### src/rtl/sensor_acq_sequencer_pkg.sv
`default_nettype none
// ============================================================================
//  Module   : sensor_acq_pkg
//  Purpose  : Shared types and constants for the sensor acquisition sequencer:
//             FSM state encoding, sensor bit positions and default sizes.
//  Ports    : none (package)
//  Config   : SEQ_RETRY_EN (used by sensor_acq_sequencer, not here)
//  Revision : 1.0  initial release
// ============================================================================
package sensor_acq_pkg;

  localparam int DEF_N_SENSORS = 6;
  localparam int DEF_TIME_W    = 16;

  // Bit positions within en_bits / done_in / start_out.
  localparam int SENS_EDDY0   = 0;
  localparam int SENS_EDDY1   = 1;
  localparam int SENS_EDDY2   = 2;
  localparam int SENS_EDDY3   = 3;
  localparam int SENS_ENCODER = 4;
  localparam int SENS_ADC     = 5;

  typedef enum logic [2:0] {
    IDLE   = 3'd0,
    LAUNCH = 3'd1,
    GAP    = 3'd2,
    WAIT   = 3'd3,
    DONE   = 3'd4
  } seq_state_e;

endpackage
`default_nettype wire

### src/rtl/sensor_acq_sequencer_if.sv
`default_nettype none
// ============================================================================
//  Module   : sensor_acq_sequencer_if
//  Purpose  : Bundles the timing-manager controls, sensor start/done lines and
//             status outputs of the sensor acquisition sequencer.
//  Modports : slave  - the sequencer (consumes controls, drives status)
//             master - the timing manager / sensor side
//  Config   : SEQ_RETRY_EN adds retry_count (8 bits)
//  Revision : 1.0  initial release
// ============================================================================
interface sensor_acq_sequencer_if
  import sensor_acq_pkg::*;
#(
  parameter int N_SENSORS = DEF_N_SENSORS,
  parameter int TIME_W    = DEF_TIME_W
);

  logic                 trigger;
  logic [N_SENSORS-1:0] en_bits;
  logic [TIME_W-1:0]    launch_gap;
  logic [TIME_W-1:0]    timeout;
  logic [N_SENSORS-1:0] done_in;
  logic                 clear_flags;
  logic [N_SENSORS-1:0] start_out;
  logic                 busy;
  logic                 cycle_done;
  logic [N_SENSORS-1:0] timeout_flags;
  logic                 overrun;
`ifdef SEQ_RETRY_EN
  logic [7:0]           retry_count;
`endif

  modport slave (
    input  trigger, en_bits, launch_gap, timeout, done_in, clear_flags,
`ifdef SEQ_RETRY_EN
    output retry_count,
`endif
    output start_out, busy, cycle_done, timeout_flags, overrun
  );

  modport master (
    output trigger, en_bits, launch_gap, timeout, done_in, clear_flags,
`ifdef SEQ_RETRY_EN
    input  retry_count,
`endif
    input  start_out, busy, cycle_done, timeout_flags, overrun
  );

endinterface
`default_nettype wire

### src/rtl/sensor_acq_sequencer_picker.sv
`default_nettype none
// ============================================================================
//  Module   : seq_lsb_picker
//  Purpose  : Combinational lowest-set-bit picker; returns a one-hot vector
//             with only the least significant set bit of vec (zero if none).
//  Ports    : vec    in  WIDTH  candidate mask
//             onehot out WIDTH  lowest set bit of vec
//  Revision : 1.0  initial release
// ============================================================================
module seq_lsb_picker #(
  parameter int WIDTH = 6
) (
  input  logic [WIDTH-1:0] vec,
  output logic [WIDTH-1:0] onehot
);

  // Two's complement isolates the lowest set bit.
  assign onehot = vec & (~vec + {{(WIDTH-1){1'b0}}, 1'b1});

endmodule
`default_nettype wire

### src/rtl/sensor_acq_sequencer.sv
`default_nettype none
// ============================================================================
//  Module   : sensor_acq_sequencer
//  Purpose  : Per-period sensor acquisition sequencer. On trigger, issues a
//             one-cycle start pulse to each enabled sensor (lowest index
//             first, launch_gap idle cycles apart), collects done edges,
//             runs a watchdog and reports completion / per-sensor timeouts.
//  Ports    : clk, rst_n (async, active low)
//             bus (sensor_acq_sequencer_if.slave):
//               trigger, en_bits, launch_gap, timeout, done_in, clear_flags
//               start_out, busy, cycle_done, timeout_flags, overrun
//               retry_count (only with SEQ_RETRY_EN)
//  Config   : SEQ_RETRY_EN - one relaunch of unfinished sensors on the first
//             watchdog expiry before flags are raised.
//  Revision : 1.0  initial release
// ============================================================================
module sensor_acq_sequencer
  import sensor_acq_pkg::*;
#(
  parameter int N_SENSORS = DEF_N_SENSORS,
  parameter int TIME_W    = DEF_TIME_W
) (
  input  logic                  clk,
  input  logic                  rst_n,
  sensor_acq_sequencer_if.slave bus
);

  localparam logic [TIME_W-1:0] WD_MAX = '1;
  localparam logic [TIME_W-1:0] ONE_T  = {{(TIME_W-1){1'b0}}, 1'b1};

  seq_state_e state;

  logic [N_SENSORS-1:0] done_q;
  logic [N_SENSORS-1:0] en_lat;
  logic [N_SENSORS-1:0] pending;
  logic [N_SENSORS-1:0] seen;
  logic [TIME_W-1:0]    gap_cnt;
  logic [TIME_W-1:0]    wd;

  logic [N_SENSORS-1:0] start_r;
  logic [N_SENSORS-1:0] flags_r;
  logic                 busy_r;
  logic                 cycle_done_r;
  logic                 overrun_r;

  logic [N_SENSORS-1:0] done_pe;
  logic [N_SENSORS-1:0] issued;
  logic [N_SENSORS-1:0] unseen;
  logic [N_SENSORS-1:0] pick_src;
  logic [N_SENSORS-1:0] pick;
  logic                 wd_expired;
  logic                 do_retry;
  logic                 accept;

  assign done_pe    = bus.done_in & ~done_q;
  // A sensor counts as issued once its pulse cycle is over: it is no longer
  // pending and not being pulsed right now.
  assign issued     = en_lat & ~pending & ~start_r;
  assign unseen     = en_lat & ~seen;
  assign wd_expired = (bus.timeout != '0) && (wd >= bus.timeout);
  assign accept     = (state == IDLE) && bus.trigger && (bus.en_bits != '0);

  // One picker serves all launch points: the first launch out of IDLE, the
  // following launches from pending, and a retry reload from WAIT.
  always_comb begin
    pick_src = pending;
    case (state)
      IDLE:    pick_src = bus.en_bits;
      WAIT:    pick_src = unseen;
      default: pick_src = pending;
    endcase
  end

  seq_lsb_picker #(.WIDTH(N_SENSORS)) u_picker (
    .vec    (pick_src),
    .onehot (pick)
  );

`ifdef SEQ_RETRY_EN
  logic       retried;
  logic [7:0] retry_cnt;
  logic       retry_take;

  assign do_retry   = ~retried;
  assign retry_take = (state == WAIT) && (seen != en_lat) && wd_expired && ~retried;

  always_ff @(posedge clk or negedge rst_n) begin
    if (!rst_n) begin
      retried   <= 1'b0;
      retry_cnt <= 8'd0;
    end else begin
      if (accept) begin
        retried <= 1'b0;
      end else if (retry_take) begin
        retried <= 1'b1;
      end
      // A retry in the same cycle as clear_flags still counts.
      if (retry_take) begin
        retry_cnt <= (retry_cnt == 8'hFF) ? retry_cnt : retry_cnt + 8'd1;
      end else if (bus.clear_flags) begin
        retry_cnt <= 8'd0;
      end
    end
  end

  assign bus.retry_count = retry_cnt;
`else
  assign do_retry = 1'b0;
`endif

  always_ff @(posedge clk or negedge rst_n) begin
    if (!rst_n) begin
      state        <= IDLE;
      done_q       <= '0;
      en_lat       <= '0;
      pending      <= '0;
      seen         <= '0;
      gap_cnt      <= '0;
      wd           <= '0;
      start_r      <= '0;
      flags_r      <= '0;
      busy_r       <= 1'b0;
      cycle_done_r <= 1'b0;
      overrun_r    <= 1'b0;
    end else begin
      done_q       <= bus.done_in;
      start_r      <= '0;
      cycle_done_r <= 1'b0;

      // Sticky status: a new set in the same cycle as clear_flags wins.
      overrun_r <= (overrun_r & ~bus.clear_flags) | (bus.trigger & (state != IDLE));
      if (bus.clear_flags) begin
        flags_r <= '0;
      end

      if ((state == LAUNCH) || (state == GAP) || (state == WAIT)) begin
        seen <= seen | (done_pe & issued);
        wd   <= (wd == WD_MAX) ? wd : wd + ONE_T;
      end

      case (state)
        IDLE: begin
          if (accept) begin
            en_lat  <= bus.en_bits;
            pending <= bus.en_bits & ~pick;
            start_r <= pick;
            seen    <= '0;
            wd      <= '0;
            busy_r  <= 1'b1;
            state   <= LAUNCH;
          end
        end

        LAUNCH: begin
          if (pending != '0) begin
            if (bus.launch_gap != '0) begin
              gap_cnt <= bus.launch_gap;
              state   <= GAP;
            end else begin
              start_r <= pick;
              pending <= pending & ~pick;
            end
          end else begin
            state <= WAIT;
          end
        end

        GAP: begin
          if (gap_cnt <= ONE_T) begin
            start_r <= pick;
            pending <= pending & ~pick;
            state   <= LAUNCH;
          end else begin
            gap_cnt <= gap_cnt - ONE_T;
          end
        end

        WAIT: begin
          // Completion is judged before the watchdog so it wins a tie.
          if (seen == en_lat) begin
            cycle_done_r <= 1'b1;
            state        <= DONE;
          end else if (wd_expired) begin
            if (do_retry) begin
              pending <= unseen & ~pick;
              start_r <= pick;
              wd      <= '0;
              state   <= LAUNCH;
            end else begin
              flags_r      <= (bus.clear_flags ? '0 : flags_r) | unseen;
              cycle_done_r <= 1'b1;
              state        <= DONE;
            end
          end
        end

        DONE: begin
          busy_r <= 1'b0;
          state  <= IDLE;
        end

        default: begin
          busy_r <= 1'b0;
          state  <= IDLE;
        end
      endcase
    end
  end

  assign bus.start_out     = start_r;
  assign bus.busy          = busy_r;
  assign bus.cycle_done    = cycle_done_r;
  assign bus.timeout_flags = flags_r;
  assign bus.overrun       = overrun_r;

endmodule
`default_nettype wire

### src/flat_wrapper.sv
// flat-port wrapper written by rule: the top's interface ports become plain ports
module sensor_acq_sequencer_flat import sensor_acq_pkg::*;
#(
  parameter int N_SENSORS = DEF_N_SENSORS,
  parameter int TIME_W    = DEF_TIME_W
)
  (clk, rst_n, bus_trigger, bus_en_bits, bus_launch_gap, bus_timeout, bus_done_in, bus_clear_flags, bus_start_out, bus_busy, bus_cycle_done, bus_timeout_flags, bus_overrun);
  sensor_acq_sequencer_if #(.N_SENSORS(N_SENSORS), .TIME_W(TIME_W)) bus_i ();
  input  logic clk;
  input  logic rst_n;
  input wire logic [$bits(bus_i.trigger)-1:0] bus_trigger;
  input wire logic [$bits(bus_i.en_bits)-1:0] bus_en_bits;
  input wire logic [$bits(bus_i.launch_gap)-1:0] bus_launch_gap;
  input wire logic [$bits(bus_i.timeout)-1:0] bus_timeout;
  input wire logic [$bits(bus_i.done_in)-1:0] bus_done_in;
  input wire logic [$bits(bus_i.clear_flags)-1:0] bus_clear_flags;
  output wire logic [$bits(bus_i.start_out)-1:0] bus_start_out;
  output wire logic [$bits(bus_i.busy)-1:0] bus_busy;
  output wire logic [$bits(bus_i.cycle_done)-1:0] bus_cycle_done;
  output wire logic [$bits(bus_i.timeout_flags)-1:0] bus_timeout_flags;
  output wire logic [$bits(bus_i.overrun)-1:0] bus_overrun;
  assign bus_i.trigger = bus_trigger;
  assign bus_i.en_bits = bus_en_bits;
  assign bus_i.launch_gap = bus_launch_gap;
  assign bus_i.timeout = bus_timeout;
  assign bus_i.done_in = bus_done_in;
  assign bus_i.clear_flags = bus_clear_flags;
  assign bus_start_out = bus_i.start_out;
  assign bus_busy = bus_i.busy;
  assign bus_cycle_done = bus_i.cycle_done;
  assign bus_timeout_flags = bus_i.timeout_flags;
  assign bus_overrun = bus_i.overrun;
  sensor_acq_sequencer #(.N_SENSORS(N_SENSORS), .TIME_W(TIME_W)) u_core (.clk(clk), .rst_n(rst_n), .bus(bus_i));
endmodule
### config.mk
export PLATFORM = sky130hd
export DESIGN_NAME = sensor_acq_sequencer_flat
export DESIGN_NICKNAME = d
export VERILOG_FILES = /design/src/rtl/sensor_acq_sequencer_pkg.sv /design/src/rtl/sensor_acq_sequencer_if.sv /design/src/rtl/sensor_acq_sequencer_picker.sv /design/src/rtl/sensor_acq_sequencer.sv /design/src/flat_wrapper.sv
export SDC_FILE = /design/constraint.sdc
export NUM_CORES = 1
export LEC_CHECK = 0
export ABC_AREA = 1
export CORE_AREA = 2 2 114 116
export CTS_BUF_LIST = sky130_fd_sc_hd__clkbuf_8
export CTS_CLUSTER_SIZE = 24
export DETAILED_ROUTE_END_ITERATION = 6
export DIE_AREA = 0 0 116 118
export DONT_BUFFER_PORTS = 1
export PLACE_DENSITY_LB_ADDON = 0.25
export SKIP_CTS_REPAIR_TIMING = 1
export SLEW_MARGIN = 20
export SYNTH_ARGS = -nofsm -noshare
export SYNTH_HDL_FRONTEND = slang
export SYNTH_SLANG_ARGS = --single-unit
export TNS_END_PERCENT = 20
### constraint.sdc
create_clock -name clk -period 2.2 [get_ports clk]
set_input_delay 0.44 -clock clk [delete_from_list [all_inputs] [get_ports clk]]
set_output_delay 0.44 -clock clk [all_outputs]
set_load 0.01 [all_outputs]
After elaboration in Yosys (flattened, before gate mapping)
Index checks and enable logic that the tools add are counted.
Operators by class
  $add $sub $neg: 3
  multipliers: 0
  divide/modulo/power cells: 0
  magnitude comparators: 2
  equal/unequal tests: 13
  shift operators: 0
  multiplexer cells: 38
  bitwise operators: 21
  reduce and logical (&&, ||, !) cells: 19
Operators with widths (count)
  16-bit two-way mux: 7
  6-bit two-way mux: 15
  6-bit AND: 8
  6-bit inverter: 6
  6-bit case mux with 3 select lines: 2
  16-bit case mux with 2 select lines: 1
  16-bit nonzero test: 2
  3-bit two-way mux: 6
  16-bit by 1-bit adder with 16-bit output (second input constant): 1
  16-bit == test (second input constant): 1
  16-bit greater-or-equal comparator: 1
  16-bit by 1-bit <= comparator with 1-bit output (second input constant): 1
  16-bit by 1-bit subtractor with 16-bit output (second input constant): 1
  6-bit OR: 2
  3-bit case mux with 4 select lines: 1
  6-bit case mux with 2 select lines: 1
  6-bit nonzero test: 2
  2-bit != test (second input constant): 5
  4-bit AND reduction: 2
  6-bit by 1-bit adder with 6-bit output (second input constant): 1
  3-bit by 2-bit == test with 1-bit output (second input constant): 2
  6-bit == test: 1
  3-bit nonzero test: 2
  5-bit AND reduction: 1
  other kinds (15): 24
Word-level totals
  bits in registers: 74
  bits in latches: 0
  bits in writable memories: 0
  ROM bits: 0
  input bits: 48
  output and inout port bits: 15
  memories kept: 0

Logic depth before layout (Yosys ltp)
Gate-level depths: netlist of the first run.
  depth in word-level cells: 11
  gate-level depth with buffers: 16
  mapped depth without buffers: 16

Modules after synthesis
A second synthesis of the first run with hierarchy kept.
Second synthesis, totals
  cell total of the unflattened synthesis: 596
  area, all modules: 4614.4 µm²
Modules (own cells, without submodules)
  sensor_acq_sequencer: times used 1, cells an instance 580, area each 4550.6 µm²
  seq_lsb_picker: times used 1, cells an instance 16, area each 63.8 µm²

Worst setup path before layout of the first run
OpenSTA, ideal clock, no wires.
  kind: register to register
  from: register u_core.gap_cnt[0]
  to: register u_core.gap_cnt[10]
  arrival time: 1.544 ns
  data required time: 2.083 ns
  slack: 0.539 ns
  stages on the path, launching flop included: 11
  period minus slack after synthesis: 1.661 ns
  cells stage by stage: dfrtp_1 > inv_1 > ha_1 > nand3_2 > a21oi_1 > nand3_2 > nand3_4 > inv_4 > buf_6 > nand3_1 > nand2_1
On the way
  word-level cells in the longest chain between the ends: 3
RTL lines
  from (decl): line sensor_acq_sequencer.sv:37  | logic [TIME_W-1:0] gap_cnt;
  from (signal assigned): line sensor_acq_sequencer.sv:157  | gap_cnt <= bus.launch_gap;
  from (signal assigned): line sensor_acq_sequencer.sv:174  | gap_cnt <= gap_cnt - ONE_T;
  16-bit by 1-bit subtractor with 16-bit output / 16-bit by 1-bit <= comparator with 1-bit output (equally long branches): line sensor_acq_sequencer.sv:174, sensor_acq_sequencer.sv:169
  16-bit two-way mux / 2-bit != test (equally long branches)
  16-bit case mux with 2 select lines / 4-bit AND reduction (equally long branches)
Several ways; a longest one is shown, not always the timed one. The select of a mux whose other input is x is not followed.
A chain may end at the register's enable or synchronous reset.

Final worst setup path of the first run
  from: register u_core.gap_cnt[0]
  to: register u_core.gap_cnt[5]
The elaborated chain is that of the path after synthesis.

==> metrics, run 1 <==
endpoints failing setup 0; sw frac 46.33%; I/O Buffers 0; WS Path Type reg -> reg; NetSw roughly 0.0028 W; post-synth cell types approximately 40; Routed WL per cell 13.52 µm; final WL between 10000 and 15000 µm; fmax roughly 520 MHz; largest net degree at the start of global routing 75; Max Root-Sink Buffers 2; die width between 100 and 150 µm; via count just under 4000; placed cells between 700 and 800; Worst Path Buf+Inv 2; CP Capture Type register; post-route cell area 5046 µm²; Setup Total Neg Slack 0 ns; Crit path required time roughly 2.4 ns; worst slew pin tran 0.4437 ns; fill count about 1300; die height roughly 120 µm; Internal 0.003299 W; Clock power frac 17.9%; # IOs between 60 and 70; first-pass GRT wire length 18220 µm; Avg Cell Area, Syn 7.560 µm²; Final period util between 80 and 90%; Post-DRT Antenna Nets 0; Mapped Nets 686; Mapped Area 4634 µm²; VDD IR-drop max between 0.5 and 0.6 mV; CTS H-tree lvls 3; DR iter-0 viols approximately 160; Reg clk slew, reported paths ~0.080 ns; cell area power density 1218 nW/µm²; RSZ-0062 raised after global routing false; max cap viols 0; grt ovf 0; CP peak stage delay roughly 0.41 ns; family with the most delay on the worst path simple AND/OR/NAND/NOR gates; DR vias/cell just under 5; Fin. Hold Viols 0; core box area 12410 µm²; area grow syn2layout 8.882%; Non-Filler Instances 797; CTS root buf clkbuf_8; # diodes 0; most frequent cells in the layout 142 x nand2_1, 82 x inv_1, 74 x dfrtp_1, 67 x nor2_1, 40 x o21ai_0; HP Class in -> reg; Leak Pwr around 2.5 nW; Residual DRC 0; initial antenna violation count 0; Warnings, synthesis 0; crit path DAT roughly 2.2 ns; ys async rst share 100.0%; sequential power share between 30 and 40%; CP startpoint kind register; Area after DPL between 4000 and 5000 µm²; flops & latches, synth 74; Post-Route Utilization about 41%; gp weighted congestion 0.8264; Gate power share between 40% and 50%; nets 693; Clock Latency Late Sink 0.35 ns; area of the multi-input gates 2350 µm²; CTS tree done; Post-DP HPWL about 8100 µm; outcome finished, final reports clean; vias in the first global route between 3000 and 4000; Clock Sinks 74; Initial Utilization a little under two fifths; share of cells above drive strength 1 11.04%; Inserted Clock Buffers 9; crit path cell chain inv_1, ha_1, nand3_2, a21oi_1, nand3_2, nand3_4, inv_4, nand2_1, o21ai_0; Pre-Repair DR Iteration Count 4; slowest CP cell dfrtp_1; Synth Flop Type dfrtp_1; overall die area ~14000 µm²; total track usage about 17%; Mapped Cells 613; storage element area around 1900 µm²; sequential share of the synthesized area between 30% and 40%; Max transition margin roughly 70%; CP max FO 17; Final Skew 0.01008 ns; Final Critical Period approximately 1.9 ns; FP Rows between 40 and 50; EDFF count, synth 0; Max Slew Vio Count 0; commonest non-fill, non-tap cell in the layout nand2_1; CP most frequent cell nand3_2
-- power by group through the flow --
stage	clock network (W)	registers, W	logic, W
3_3_place_gp	0	0.00213	0.00285
2_1_floorplan	0	0.00205	0.00239
6_report	0.00110	0.00212	0.00293
3_5_place_dp	0	0.00214	0.00291
4_1_cts	0.00113	0.00212	0.00291
5_1_grt	0.00118	0.00217	0.00338
-- layout make-up --
type / instances / share of cell area (%)
Multi-Input combinational cell: 435 / 46.57
Sequential cell: 74 / 36.70
Inverter: 94 / 7.116
Tap cell: 172 / 4.265
Clock buffer: 10 / 2.727
Timing Repair Buffer: 6 / 1.339
Clock inverter: 6 / 1.289
-- worst paths after layout --
kind / start / end / slack (ns) / cells past startpoint
worst min-delay path: bus_done_in[4] / u_core.done_q[4] / 0.11 / 0
max in group asynchronous: rst_n / u_core.done_q[2] / 1.22 / 2
worst max-delay path: u_core.gap_cnt[0] / u_core.gap_cnt[5] / 0.28 / 9
min in group asynchronous: rst_n / u_core.done_q[0] / 0.70 / 2
worst max register to register: u_core.gap_cnt[0] / u_core.gap_cnt[5] / 0.28 / 9
worst min register to register: u_core.gap_cnt[12] / u_core.gap_cnt[12] / 0.51 / 2
-- sequential cells by signal (all words and copies together) (netlist names) --
name,count
u_core.en_lat,6
u_core.wd,16
u_core.bus.start_out,6
u_core.bus.timeout_flags,6
u_core.bus.busy,1
u_core.bus.cycle_done,1
u_core.gap_cnt,16
u_core.bus.overrun,1
u_core.seen,6
u_core.pending,6
u_core.done_q,6
u_core.state,3
-- logic make-up (layout without fill, tap and decap cells) --
group	Yosys count	count (layout)	synth area share (%)
xor+xnor	3	3	0.5671
buf+inv	104	116	9.341
simple gates	308	308	31.70
fa+ha+maj	25	25	6.749
flops	74	74	39.96
compound gates	99	99	11.69
-- cell usage after synthesis (3+ instances only) --
library cell,n,area share [%]
nand2_1,142,12
inv_1,82,6.6
dfrtp_1,74,40
nor2_1,67,5.4
o21ai_0,40,4.3
nand3_1,37,4.0
a21oi_1,33,3.6
ha_1,25,6.7
nand4_1,12,1.6
o21ai_1,12,1.3
inv_2,9,0.73
nor3_1,9,0.97
nand3_2,8,1.7
nor2_4,6,1.5
buf_2,5,0.54
nor2_2,4,0.54
o211ai_1,4,0.65
buf_6,3,0.73
nand2_2,3,0.41
nor3_2,3,0.65
nor3b_1,3,0.49
nor4_1,3,0.41
or2_2,3,0.41
xor2_1,3,0.57
-- metal layers --
layer | GRT usage (%) | routed length, µm | vias up | part of all wire, %
li1 | - | - | 2007 | -
met1 | 22.43 | 5088 | 1792 | 47
met2 | 27.27 | 5031 | 96 | 47
met3 | 3.759 | 545 | 8 | 5.1
met4 | 3.869 | 110 | 0 | 1.0
met5 | 0 | 0 | - | 0
-- stage by stage --
step,setup WS [ns],hold slack (ns),total power [W]
CTS,0.2772,-0.2419,0.006167
detailed placement,0.2784,0.1488,0.005045
finish,0.2838,0.1077,0.006147
floorplan,0.5391,0.1444,0.004444
global placement,0.3236,0.1487,0.004980
global route,0.04185,0.08643,0.006739
No activity file was read; power rests on OpenSTA's default activity.
==> run 2, diff against run 1 <==
Settings changed: BUFFER_PORTS_ARGS set to -buffer_cell sky130_fd_sc_hd__buf_4, DONT_BUFFER_PORTS 1 to unset.
==> run 2 against run 1 <==
Against the previous run: count of clock-buffer cells in the layout did not move; critical path type unchanged; final cell count increased by 7.5%; worst setup slack improved by 0.035 ns; largest cell class unchanged; via count increased by 6.5%; largest power group unchanged.
==> metrics, run 2 (synthesized netlist as in run 1, its figures left out) <==
Clock Sinks 74; die height 118 µm; top sig layer met4; WS Path Type reg -> reg; Initial Utilization between 30% and 40%; gp weighted congestion roughly 0.84; initial antenna violation count 0; met2 WL between 5000 and 6000 µm; Critical path destination u_core.wd[11]; Routed WL per cell 12.70 µm; total track usage between 10% and 20%; reg2reg path depth 9; family with the most delay on the worst path simple AND/OR/NAND/NOR gates; worst slew pin tran approximately 0.59 ns; Final Critical Period between 1.5 and 2 ns; Leak Pwr approximately 2.8 nW; Max transition margin slightly above 60%; I/O Buffers 62; met3 wire length between 400 and 500 µm; Inserted Clock Buffers 9; worst r2r dst u_core.wd[11]; endpoints failing setup 0; Residual DRC 0; Setup Total Neg Slack 0 ns; Worst Path Buf+Inv 0; Non-Filler Instances approximately 860; first-pass GRT wire length 18640 µm; Post-DP HPWL 8446 µm; CP max FO 12; die width 116 µm; largest net degree at the start of global routing 75; CTS tree done; grt ovf 0; crit path from u_core.wd[0]; Pre-Repair DR Iteration Count 4; Final period util between 80% and 90%; HP Class in -> async; Post-Route Utilization approximately 44%; # IOs 63; Post-DRT Antenna Nets 0; FP Rows just over 40; fin worst setup slack roughly 0.32 ns; commonest non-fill, non-tap cell in the layout nand2_1; Clock Latency Late Sink between 0.3 and 0.4 ns; cell area power density 1150 nW/µm²; top flop regs u_core.gap_cnt: 16 flops, u_core.wd: 16 flops; CP Depth 9; DR iter-0 viols 193; CP Capture Type register; nets 754; Max Root-Sink Buffers 2; wire length on met1 between 4000 and 5000 µm; Reg clk slew, reported paths approximately 0.08 ns; crit path DAT around 2.2 ns; core box area 12410 µm²; Max Slew Vio Count 0; Final Skew about 0.012 ns; fmax approximately 530 MHz; RSZ-0062 raised after global routing false; DR vias/cell 4.849; VDD IR-drop max approximately 0.44 mV; most frequent cells in the layout 142 x nand2_1, 82 x inv_1, 74 x dfrtp_1, 67 x nor2_1, 66 x buf_4; CP peak stage delay about 0.43 ns; outcome finished, final reports clean; Fin. Hold Viols 0; crit path cell chain ha_1, nand3_1, nor2_1, nand2_1, nor2_2, nor2_4, nand3_2, or2_0, a21oi_1; overall die area roughly 14000 µm²; CTS root buf clkbuf_8; final WL between 10000 and 15000 µm; CTS H-tree lvls 3; share of cells above drive strength 1 between 10% and 20%; area grow syn2layout 18.84%; max cap viols 0; setup slack, reg-to-reg between 0.3 and 0.4 ns; Reg2Reg Launch Point u_core.wd[0]; pre-CTS setup slack a little over 0.2 ns; placed cells between 800 and 900; Crit path required time 2.48 ns; vias in the first global route approximately 4100; via count just over 4000; total power around 0.0063 W; slowest CP cell dfrtp_1; # diodes 0; CP startpoint kind register
## run 2: stage by stage
| stage | hold WS, ns | area, µm² |
|---|---|---|
| 2_1_floorplan | 0.1444 | 4634 |
| 3_3_place_gp | 0.4825 | 5291 |
| 3_5_place_dp | 0.4803 | 5291 |
| 4_1_cts | 0.1139 | 5508 |
| 5_1_grt | 0.1269 | 5508 |
| 6_report | 0.05323 | 5508 |
## run 2: worst reg2reg max path, cell delays in order (launching register included)
cell     delay (ns)
dfrtp_1        0.43
ha_1           0.27
nand3_1        0.12
nor2_1         0.05
nand2_1        0.11
nor2_2         0.09
nor2_4         0.25
nand3_2        0.15
or2_0          0.23
a21oi_1        0.13
## run 2: area by class of cell
class	count	area, µm²
fillers	1265	6907
multi-input cells	435	2350
flip-flops and latches	74	1852
repair buffers	67	515.5
inverters	94	359.1
well taps	172	215.2
clock buffers	10	137.6
clock inverters	5	78.83
## run 2: worst min path at each step
stage / endpoint / cells past startpoint
4_1_cts: u_core.done_q[4] / 2
3_5_place_dp: u_core.bus.timeout_flags[5] / 2
6_report: u_core.gap_cnt[13] / 2
2_1_floorplan: u_core.bus.busy / 0
5_1_grt: u_core.bus.start_out[4] / 2
3_3_place_gp: u_core.bus.timeout_flags[1] / 2
## run 2: routing by layer
layer,GRT usage [%],vias to the layer above
li1,-,2122
met1,22.43,1941
met2,28.51,81
met3,2.472,12
met4,4.762,0
met5,0,-
## run 2: power breakdown
group | switching (W) | leakage (nW) | internal [W]
registers | 0.000323 | 0.957 | 0.00177
logic | 0.00199 | 1.71 | 0.00108
clock network | 0.000505 | 0.112 | 0.000661
==> run 3, diff against run 2 <==
Settings changed: PLACE_DENSITY_LB_ADDON 0.25 to unset.
==> run 3 against run 2 <==
Against the previous run: wire length grew 1.7%; power is 0.75% higher; sequential power about the same; fmax about the same; worst hold slack lost 0.0066 ns; clock skew grew 0.00098 ns; sequential share of layout area is 0.091 points lower.
==> metrics, run 3 (synthesized netlist as in run 1, its figures left out) <==
outcome finished, final reports clean; Final Skew roughly 0.013 ns; CTS root buf clkbuf_8; Fin. Hold Viols 0; DR iter-0 viols approximately 220; CTS H-tree lvls 3; CTS tree done; most frequent cells in the layout 142 x nand2_1, 83 x inv_1, 74 x dfrtp_1, 67 x nor2_1, 65 x buf_4; first-pass GRT wire length around 19000 µm; slowest CP cell dfrtp_1; endpoints failing setup 0; grt ovf 0; fmax around 530 MHz; Max transition margin 68.33%; Final period util between 80% and 90%; Initial Utilization a little under two fifths; CP startpoint kind register; Reg clk slew, reported paths roughly 0.08 ns; via count between 4000 and 5000; Max Slew Vio Count 0; HP Class in -> async; fin worst setup slack around 0.32 ns; Worst Path Buf+Inv 2; Residual DRC 0; Post-DRT Antenna Nets 0; Final Critical Period between 1.5 and 2 ns; crit path from u_core.gap_cnt[0]; crit path cell chain inv_1, ha_1, nand3_2, nor2_2, inv_2, nor2_1, nand2_1, o21ai_0, nand2_1, nand2_1, nand2_1; overall die area 13690 µm²; CP peak stage delay ~0.40 ns; DR vias/cell about 4.8; RSZ-0062 raised after global routing false; reg2reg path depth 11; core box area roughly 12000 µm²; Pre-Repair DR Iteration Count 4; total track usage around 17%; vias in the first global route between 4000 and 5000; gp weighted congestion approximately 0.83; I/O Buffers 62; Inserted Clock Buffers 9; commonest non-fill, non-tap cell in the layout nand2_1; Reg2Reg Launch Point u_core.gap_cnt[0]; top flop regs u_core.gap_cnt: 16 flops, u_core.wd: 16 flops; CP Depth 11; family with the most delay on the worst path simple AND/OR/NAND/NOR gates; Crit path required time 2.44 ns; share of cells above drive strength 1 18.95%; pre-CTS setup slack around 0.17 ns; final WL about 11000 µm; cell area power density roughly 1200 nW/µm²; Max Root-Sink Buffers 2; Routed WL per cell between 10 and 15 µm; max cap viols 0; area grow syn2layout 19.17%; initial antenna violation count 0; Clock Sinks between 70 and 80; Post-DP HPWL ~8600 µm; CP max FO 5; VDD IR-drop max about 0.45 mV; die height approximately 120 µm; die width ~120 µm; Leak Pwr ~2.8 nW; nets approximately 750; crit path DAT between 2 and 2.5 ns; FP Rows a little over 40; WS Path Type reg -> reg; largest net degree at the start of global routing 42; # diodes 0; worst slew pin tran 0.4750 ns; # IOs 63; CP Capture Type register; Clock Latency Late Sink 0.35 ns; Setup Total Neg Slack 0 ns; fill count 1294; CP most frequent cell nand2_1
[run 3: cell types whose count changed in the layout (fill, tap and decap cells not counted)]
cell      before  now
inv_1         82   83
clkinv_4       1    3
clkbuf_8      10    9
buf_4         66   65
clkinv_2       3    2
buf_12         1    2
[run 3: final timing paths]
check,to,slack [ns]
min,u_core.gap_cnt[15],0.05
max reg2reg,u_core.gap_cnt[12],0.32
max,u_core.gap_cnt[12],0.32
max in group asynchronous,u_core.state[0],1.57
min reg2reg,u_core.bus.timeout_flags[1],0.49
min in group clk,u_core.done_q[3],0.20
[run 3: metrics by stage]
step	util (%)	hold slack, ns	cell area, µm²	instances	power [W]
after global routing	44.49	0.07409	5523	858	0.006967
after global placement	42.72	0.4352	5304	842	0.005170
after detailed placement	42.72	0.4412	5304	842	0.005233
final	44.49	0.04662	5523	858	0.006379
after floorplan	-	0.1444	4634	613	0.004444
after CTS	44.49	0.06322	5523	858	0.006438
[run 3: layer usage]
metal | GRT usage (%) | wire, µm | up-vias
li1 | - | - | 2126
met1 | 21.75 | 5080 | 1943
met2 | 29.42 | 5469 | 76
met3 | 2.678 | 341 | 13
met4 | 4.836 | 176 | 0
met5 | 0 | 0 | -
[run 3: final cells by class]
cell class / count / area [µm²] / share of cell area, %
multi-input cells: 435 / 2350 / 42.55
flip-flops and latches: 74 / 1852 / 33.53
repair buffers: 67 / 528.0 / 9.560
inverters: 94 / 359.1 / 6.502
well taps: 172 / 215.2 / 3.897
clock buffers: 9 / 123.9 / 2.243
clock inverters: 7 / 95.09 / 1.722
[run 3: power breakdown]
part / internal (W) / leakage, nW / total [W] / switching [W]
registers: 0.00177 / 0.957 / 0.00210 / 0.000328
clock network: 0.000639 / 0.115 / 0.00117 / 0.000530
logic: 0.00108 / 1.72 / 0.00311 / 0.00203
total: 0.00349 / 2.79 / 0.00638 / 0.00289
